## config.mk

```make
export PLATFORM = sky130hd
export DESIGN_NAME = dec_to_bin_seq
export DESIGN_NICKNAME = d
export VERILOG_FILES = /design/src/rtl/dec_to_bin_seq.sv
export SDC_FILE = /design/constraint.sdc
export NUM_CORES = 1
export LEC_CHECK = 0
export ABC_AREA = 1
export CAP_MARGIN = 20
export CORE_MARGIN = 3
export CORE_UTILIZATION = 45
export CTS_CLUSTER_DIAMETER = 100
export DETAILED_ROUTE_END_ITERATION = 6
export GPL_TIMING_DRIVEN = 0
export HOLD_SLACK_MARGIN = 0.15
export PLACE_DENSITY_LB_ADDON = 0.2
export SLEW_MARGIN = 20
export SYNTH_ARGS = -nofsm -noshare
export SYNTH_HDL_FRONTEND = slang
export SYNTH_SLANG_ARGS = --single-unit
export TNS_END_PERCENT = 30
```

## constraint.sdc

```tcl
create_clock -name clk -period 5.2 [get_ports clk]
set_input_delay 1.04 -clock clk [delete_from_list [all_inputs] [get_ports clk]]
set_output_delay 1.04 -clock clk [all_outputs]
set_load 0.1 [all_outputs]
```

## src/rtl/dec_to_bin_seq.sv

```systemverilog
// dec_to_bin_seq
//   Sequential BCD-to-binary converter. Accepts DIGITS packed BCD digits
//   (MSD first) and builds the binary value one digit per clock using
//   acc = acc*10 + digit. The accumulator saturates at 2^WIDTH-1 and a sticky
//   overflow flag is set; digits above 9 set a sticky bad_digit flag but are
//   still used as-is in the arithmetic.
//
// Ports
//   clk        system clock, rising edge
//   rst_n      asynchronous active-low reset
//   start      conversion request, taken when ready=1
//   bcd_in     packed digits, [3:0]=ones, top nibble=MSD
//   ready      high in IDLE and DONE (a start will be taken)
//   busy       high while converting
//   done       one-cycle pulse when result/flags are loaded
//   result     converted value (0 on bad digit, all-ones on overflow)
//   overflow   value exceeded 2^WIDTH-1
//   bad_digit  some digit was greater than 9
module dec_to_bin_seq #(
    parameter int DIGITS = 3,
    parameter int WIDTH  = 8
) (
    input  logic                  clk,
    input  logic                  rst_n,
    input  logic                  start,
    input  logic [4*DIGITS-1:0]   bcd_in,
    output logic                  ready,
    output logic                  busy,
    output logic                  done,
    output logic [WIDTH-1:0]      result,
    output logic                  overflow,
    output logic                  bad_digit
);

    localparam int AW = WIDTH + 4;
    localparam int CW = $clog2(DIGITS + 1);
    localparam logic [AW-1:0] MAXV = {4'b0000, {WIDTH{1'b1}}};
    localparam logic [CW-1:0] LAST = CW'(DIGITS - 1);

    typedef enum logic [1:0] {S_IDLE, S_CONV, S_DONE} state_t;

    state_t              state;
    logic [4*DIGITS-1:0] shreg;
    logic [AW-1:0]       acc;
    logic [CW-1:0]       cnt;
    logic                ovf;
    logic                bad;

    // One conversion step. acc never exceeds 2^WIDTH-1, so acc*10+15 still
    // fits in WIDTH+4 bits and the compare against MAXV is exact.
    logic [3:0]    digit;
    logic [AW-1:0] acc_sum;
    logic [AW-1:0] acc_step;
    logic          step_ovf;
    logic          step_bad;

    always_comb begin
        digit    = shreg[4*DIGITS-1 -: 4];
        acc_sum  = (acc << 3) + (acc << 1) + {{(AW-4){1'b0}}, digit};
        step_ovf = ovf | (acc_sum > MAXV);
        acc_step = step_ovf ? MAXV : acc_sum;
        step_bad = bad | (digit > 4'd9);
    end

    always_ff @(posedge clk or negedge rst_n) begin
        if (!rst_n) begin
            state     <= S_IDLE;
            shreg     <= '0;
            acc       <= '0;
            cnt       <= '0;
            ovf       <= 1'b0;
            bad       <= 1'b0;
            ready     <= 1'b1;
            busy      <= 1'b0;
            done      <= 1'b0;
            result    <= '0;
            overflow  <= 1'b0;
            bad_digit <= 1'b0;
        end else begin
            done <= 1'b0;
            case (state)
                S_IDLE, S_DONE: begin
                    // ready is 1 in both states, so start alone means accept.
                    // Outputs are left alone here; they change only at done.
                    if (start) begin
                        state <= S_CONV;
                        shreg <= bcd_in;
                        acc   <= '0;
                        cnt   <= '0;
                        ovf   <= 1'b0;
                        bad   <= 1'b0;
                        ready <= 1'b0;
                        busy  <= 1'b1;
                    end else begin
                        state <= S_IDLE;
                    end
                end
                S_CONV: begin
                    acc   <= acc_step;
                    ovf   <= step_ovf;
                    bad   <= step_bad;
                    shreg <= shreg << 4;
                    cnt   <= cnt + 1'b1;
                    if (cnt == LAST) begin
                        state     <= S_DONE;
                        ready     <= 1'b1;
                        busy      <= 1'b0;
                        done      <= 1'b1;
                        overflow  <= step_ovf;
                        bad_digit <= step_bad;
                        // bad digit wins over overflow for the reported value
                        if (step_bad)
                            result <= '0;
                        else if (step_ovf)
                            result <= '1;
                        else
                            result <= acc_step[WIDTH-1:0];
                    end
                end
                default: state <= S_IDLE;
            endcase
        end
    end

endmodule

```

### Word-level counts from Yosys, hierarchy flattened

Index checks and enable logic that the tools add are counted.

| word-level totals | value |
|---|---|
| word-level logic and storage cells | 52 |
| bits in registers | 42 |
| output and inout bits | 13 |
| input port bits | 15 |

| cells by class | value |
|---|---|
| muxes and demuxes | 22 |
| eq/ne operators | 5 |
| order comparisons | 2 |
| reduce and logical (&&, ||, !) cells | 6 |
| add/sub/neg operators | 3 |
| bitwise gates (word level) | 2 |

Operator list:

| kind | number |
|---|---|
| $pmux W12 S2 | 1 |
| $mux W11 | 2 |
| $pmux W11 S2 | 1 |
| $mux W8 | 2 |
| $add A12 B12 Y12 | 1 |
| $add A12 B4 Y12 | 1 |
| $gt A12 B8 Y1 const B | 1 |
| $mux W12 | 1 |
| $pmux W1 S2 | 4 |
| $pmux W2 S2 | 2 |
| $mux W1 | 7 |
| $eq A2 B2 Y1 const B | 2 |
| $gt A4 B4 Y1 const B | 1 |
| $mux W2 | 2 |
| $ne A2 B2 Y1 const B | 2 |
| $reduce_and A2 Y1 | 2 |
| $reduce_and A3 Y1 | 1 |
| $add A2 B1 Y2 const B | 1 |
| $eq A2 B1 Y1 const B | 1 |
| $logic_not A2 Y1 | 1 |
| $or A1 B1 Y1 | 2 |
| $reduce_bool A2 Y1 | 1 |
| $reduce_or A2 Y1 | 1 |

### Longest topological paths before layout

| depth | value |
|---|---|
| depth in word-level cells | 7 |
| gate-level depth with buffers | 15 |
| depth with buffers taken out | 15 |

### Worst setup path after synthesis

No wires, ideal clock.

| path | value |
|---|---|
| path type | register to register |
| start | register shreg[11] |
| end | register result[0] |
| required time | 5080 ps |
| path slack | 2851 ps |
| clock period less this slack | 2349 ps |
| path buffers | 0 |
| setup time | 120 ps |
| data arrival time | 2229 ps |
| stages on the path, launching flop included | 15 |
| path through | dfrtp_1 -> inv_1 -> fa_1 -> inv_1 -> fa_1 -> nand3_1 -> nand3_2 -> nand2_1 -> nand2_1 -> nand2_1 -> nand2_1 -> nor2_4 -> nand4_1 -> nand2_1 -> nand2_1 |

| between the ends | value |
|---|---|
| longest elaborated chain between the ends | 6 |
| elaborated cells between the ends (all ways) | 8 |
| those cells by class | add/sub: 1; order compare: 2; mux: 3; bitwise: 2 |

Ends and longest elaborated chain:

| what | RTL line | source |
|---|---|---|
| from (decl) | 43 | `logic [4*DIGITS-1:0] shreg;` |
| from (signal assigned) | 87 | `shreg <= bcd_in;` |
| from (signal assigned) | 102 | `shreg <= shreg << 4;` |
| $add A12 B4 Y12 | 59 | `acc_sum = (acc << 3) + (acc << 1) + {{(AW-4){1'b0}}, digit};` |
| $gt A12 B8 Y1 | 60 | `step_ovf = ovf \| (acc_sum > MAXV);` |
| $or A1 B1 Y1 | 60 |  |
| $mux W11 | 61 | `acc_step = step_ovf ? MAXV : acc_sum;` |
| $mux W8 | 114 | `else if (step_ovf)` |
| $mux W8 (*) | 112 | `if (step_bad)` |
| to (signal assigned) | 117 | `result <= acc_step[WIDTH-1:0];` |
| to (decl) | 30 | `output logic [WIDTH-1:0] result,` |

Mark *: on every way between the ends. The rest lies on a longest branch, timed or not.
A chain may end at the register's enable or synchronous reset.

### Final worst setup path

| path | value |
|---|---|
| start | register ready |
| end | output ready |

RTL lines:

| what | RTL line | source |
|---|---|---|
| from (decl) | 27 | `output logic ready,` |
| from (signal assigned) | 73 | `ready <= 1'b1;` |
| from (signal assigned) | 92 | `ready <= 1'b0;` |
| from (signal assigned) | 106 | `ready <= 1'b1;` |

No word-level cell between the ends.

==> reports/results.ini <==
[floorplan]
die_x_um = 78.6
rows = 25
core_mm2 = 0.00491
start_util_pct = 48.4
die_y_um = 78.6
io_pins = 28
dieArea_mm2 = 0.00619

[sta]
slew_violations = 0
fin_crit_ns = 3.00
max_freq_mhz = 333
worst_pin_slew_ns = 0.970
skew_ns = 0.0129
hold_slack_ns = 0.482
max_slew_margin_pct = 35.2
finalCritPeriodShare_pct = 57.7
setup_viol = 0
finalHoldViolations = 0
rsz0062_at_grt = false
timing.setup.tns_ns = 0

[clock_tree]
clk_latency_ns = 0.30
cts_resized = 0
numCtsBuffers = 5
root_buffer = clkbuf_8
cts_tree = yes
post-cts-setup-buffers = 0
clockBufferDepth = 2
htreeDepth = 2
clkTransAtPathRegs_ns = 0.08
clock-sinks = 42
ctsHoldBuffers = 0

[setup_path]
slowest_delay_ns = 1.12
crit_chain = clkdlybuf4s50_1
worstSetupPathType = register to output pin
cp_max_fo = 2
cp-start-kind = register
reg2reg_to = ovf
end_kind = output pin
crit_family = buffers and inverters
r2r-start = acc[2]
critPathBufInv = 1
critical-path-slowest-cell = clkdlybuf4s50_1
r2r_cells = 14
worstPathArrival_ns = 1.96
critPathRequiredTime_ns = 4.16
reg2reg_slack_ns = 2.50

[logic_synthesis]
synth.avg_cell_area_um2 = 8.00
synthDistinctLibCells = 23
yosysTopAreaCell = dfrtp_1
synth_top_area_share_pct = 43.2
synth_fa_ha_area_share_pct = 11.7
synth_top_family_by_area = simple AND/OR/NAND/NOR gates
synth_area_mm2 = 0.00237
yosysWarnings = 0
synthMuxAreaShare_pct = 0
synth_fp_nets = 333
synth_xor_area_share_pct = 1.11
yosys.area_share.simple_pct = 28.0
synth_compound_area_share_pct = 6.32
ys_ff_latch = 42
synth_area_leaders = dfrtp_1 43%, nand2_1 17%, ha_1 10%
ys_seq_area_share_pct = 44.3
syn_inst = 297

[global_route]
grt_pass1_vias = 1945
grt_usage_pct = 17.6
grt_start_max_net_pins = 31
grt_pass1_wl_mm = 8.65
antenna_found_initial = 0
grt-ovfl-total = 0

[detailed_routing]
routed.top_layer = met4
drt-initial-drc-count = 91
vias = 1967
wl_per_cell_um = 12.4
antenna_left = 0
drc = 0
dr_wl_met3_um = 166
routed-wl-met2_mm = 2.34
drtPass1Iterations = 4
routed_via_density = 4.92
finalWirelength_mm = 4.97
wl_met1_mm = 2.42

[place]
port_buffers = 27
dp_cells = 392
place_congestion = 0.868
placed_area_mm2 = 0.00274
hpwl_mm = 3.88

[flow_run]
drv_cap = 0

[hold_path]
min_to = overflow
min-delay-start = overflow
hold_depth = 2
hold_path_class = register to register

[outcome]
run_status = completed

[layout]
fin_cells = 400
mostFrequentLayoutCell = nand2_1
finish.net_count = 368
mostFrequentLayoutCells = 109 x nand2_1, 47 x inv_1, 41 x dfrtp_1
diodes = 0
final_area_mm2 = 0.00288
syn2layout_area_growth_pct = 21.3
n_fill_cell = 446
layout-drive-gt1-share_pct = 6.61

kinds of logic (layout without fill, tap and decap cells):
family,Yosys count,count (layout)
compound gates,24,24
xor+xnor,3,3
fa+ha+maj,21,21
buf+inv,53,89
flops,42,42
simple gates,154,154
sequential cells by signal (all words and copies together) (netlist names):
signal and count:
shreg 12, cnt 2, bad 1, bad_digit 1
busy 1, ready 1, overflow 1, state 2
done 1, acc 11, result 8, ovf 1
cells in the mapped netlist (all sizes together):
master  instances
nand2         110
inv            47
dfrtp          41
ha             19
nor2           14
nand3          11
o21ai          10
nand4           9
nor3            9
a221oi          8
a21oi           6
buf             4
xnor2           3
clkbuf          2
fa              2
dfstp           1
nand3b          1
worst max path at each step:
stage              start  cells after the start        end  slack (ns)
6_report           ready                      1      ready        2.20
5_1_grt            ready                      1      ready        2.16
4_1_cts            ready                      1      ready        2.18
3_5_place_dp      acc[2]                     14        ovf        2.50
3_3_place_gp       rst_n                      1     acc[8]        1.98
2_1_floorplan  shreg[11]                     14  result[0]        2.85
final cells by class:
class	instances	area [um^2]	share of cell area, %
plain buffers	6	27.5	0.955
inverters	47	176	6.12
multi-input cells	202	1120	38.8
well taps	67	83.8	2.91
repair buffers	28	285	9.90
clock buffers	5	68.8	2.39
flip-flops and latches	42	1050	36.5
clock inverters	3	68.8	2.39
routing by layer:
metal  global-route usage, %  vias up
met2                    28.9       38
li1                        -     1021
met1                    24.1      902
met4                    4.20        0
met3                    3.44        6
met5                       0        -
per-stage QoR:
stage | util (%) | worst slack (ns)
floorplan | - | 2.85
global placement | 55.6 | 1.98
detailed placement | 55.9 | 2.50
CTS | 58.7 | 2.18
global route | 58.7 | 2.16
finish | 58.7 | 2.20
Power is not shown: default switching activity piles up to over one toggle a cycle in this logic, so the estimate is an artifact.
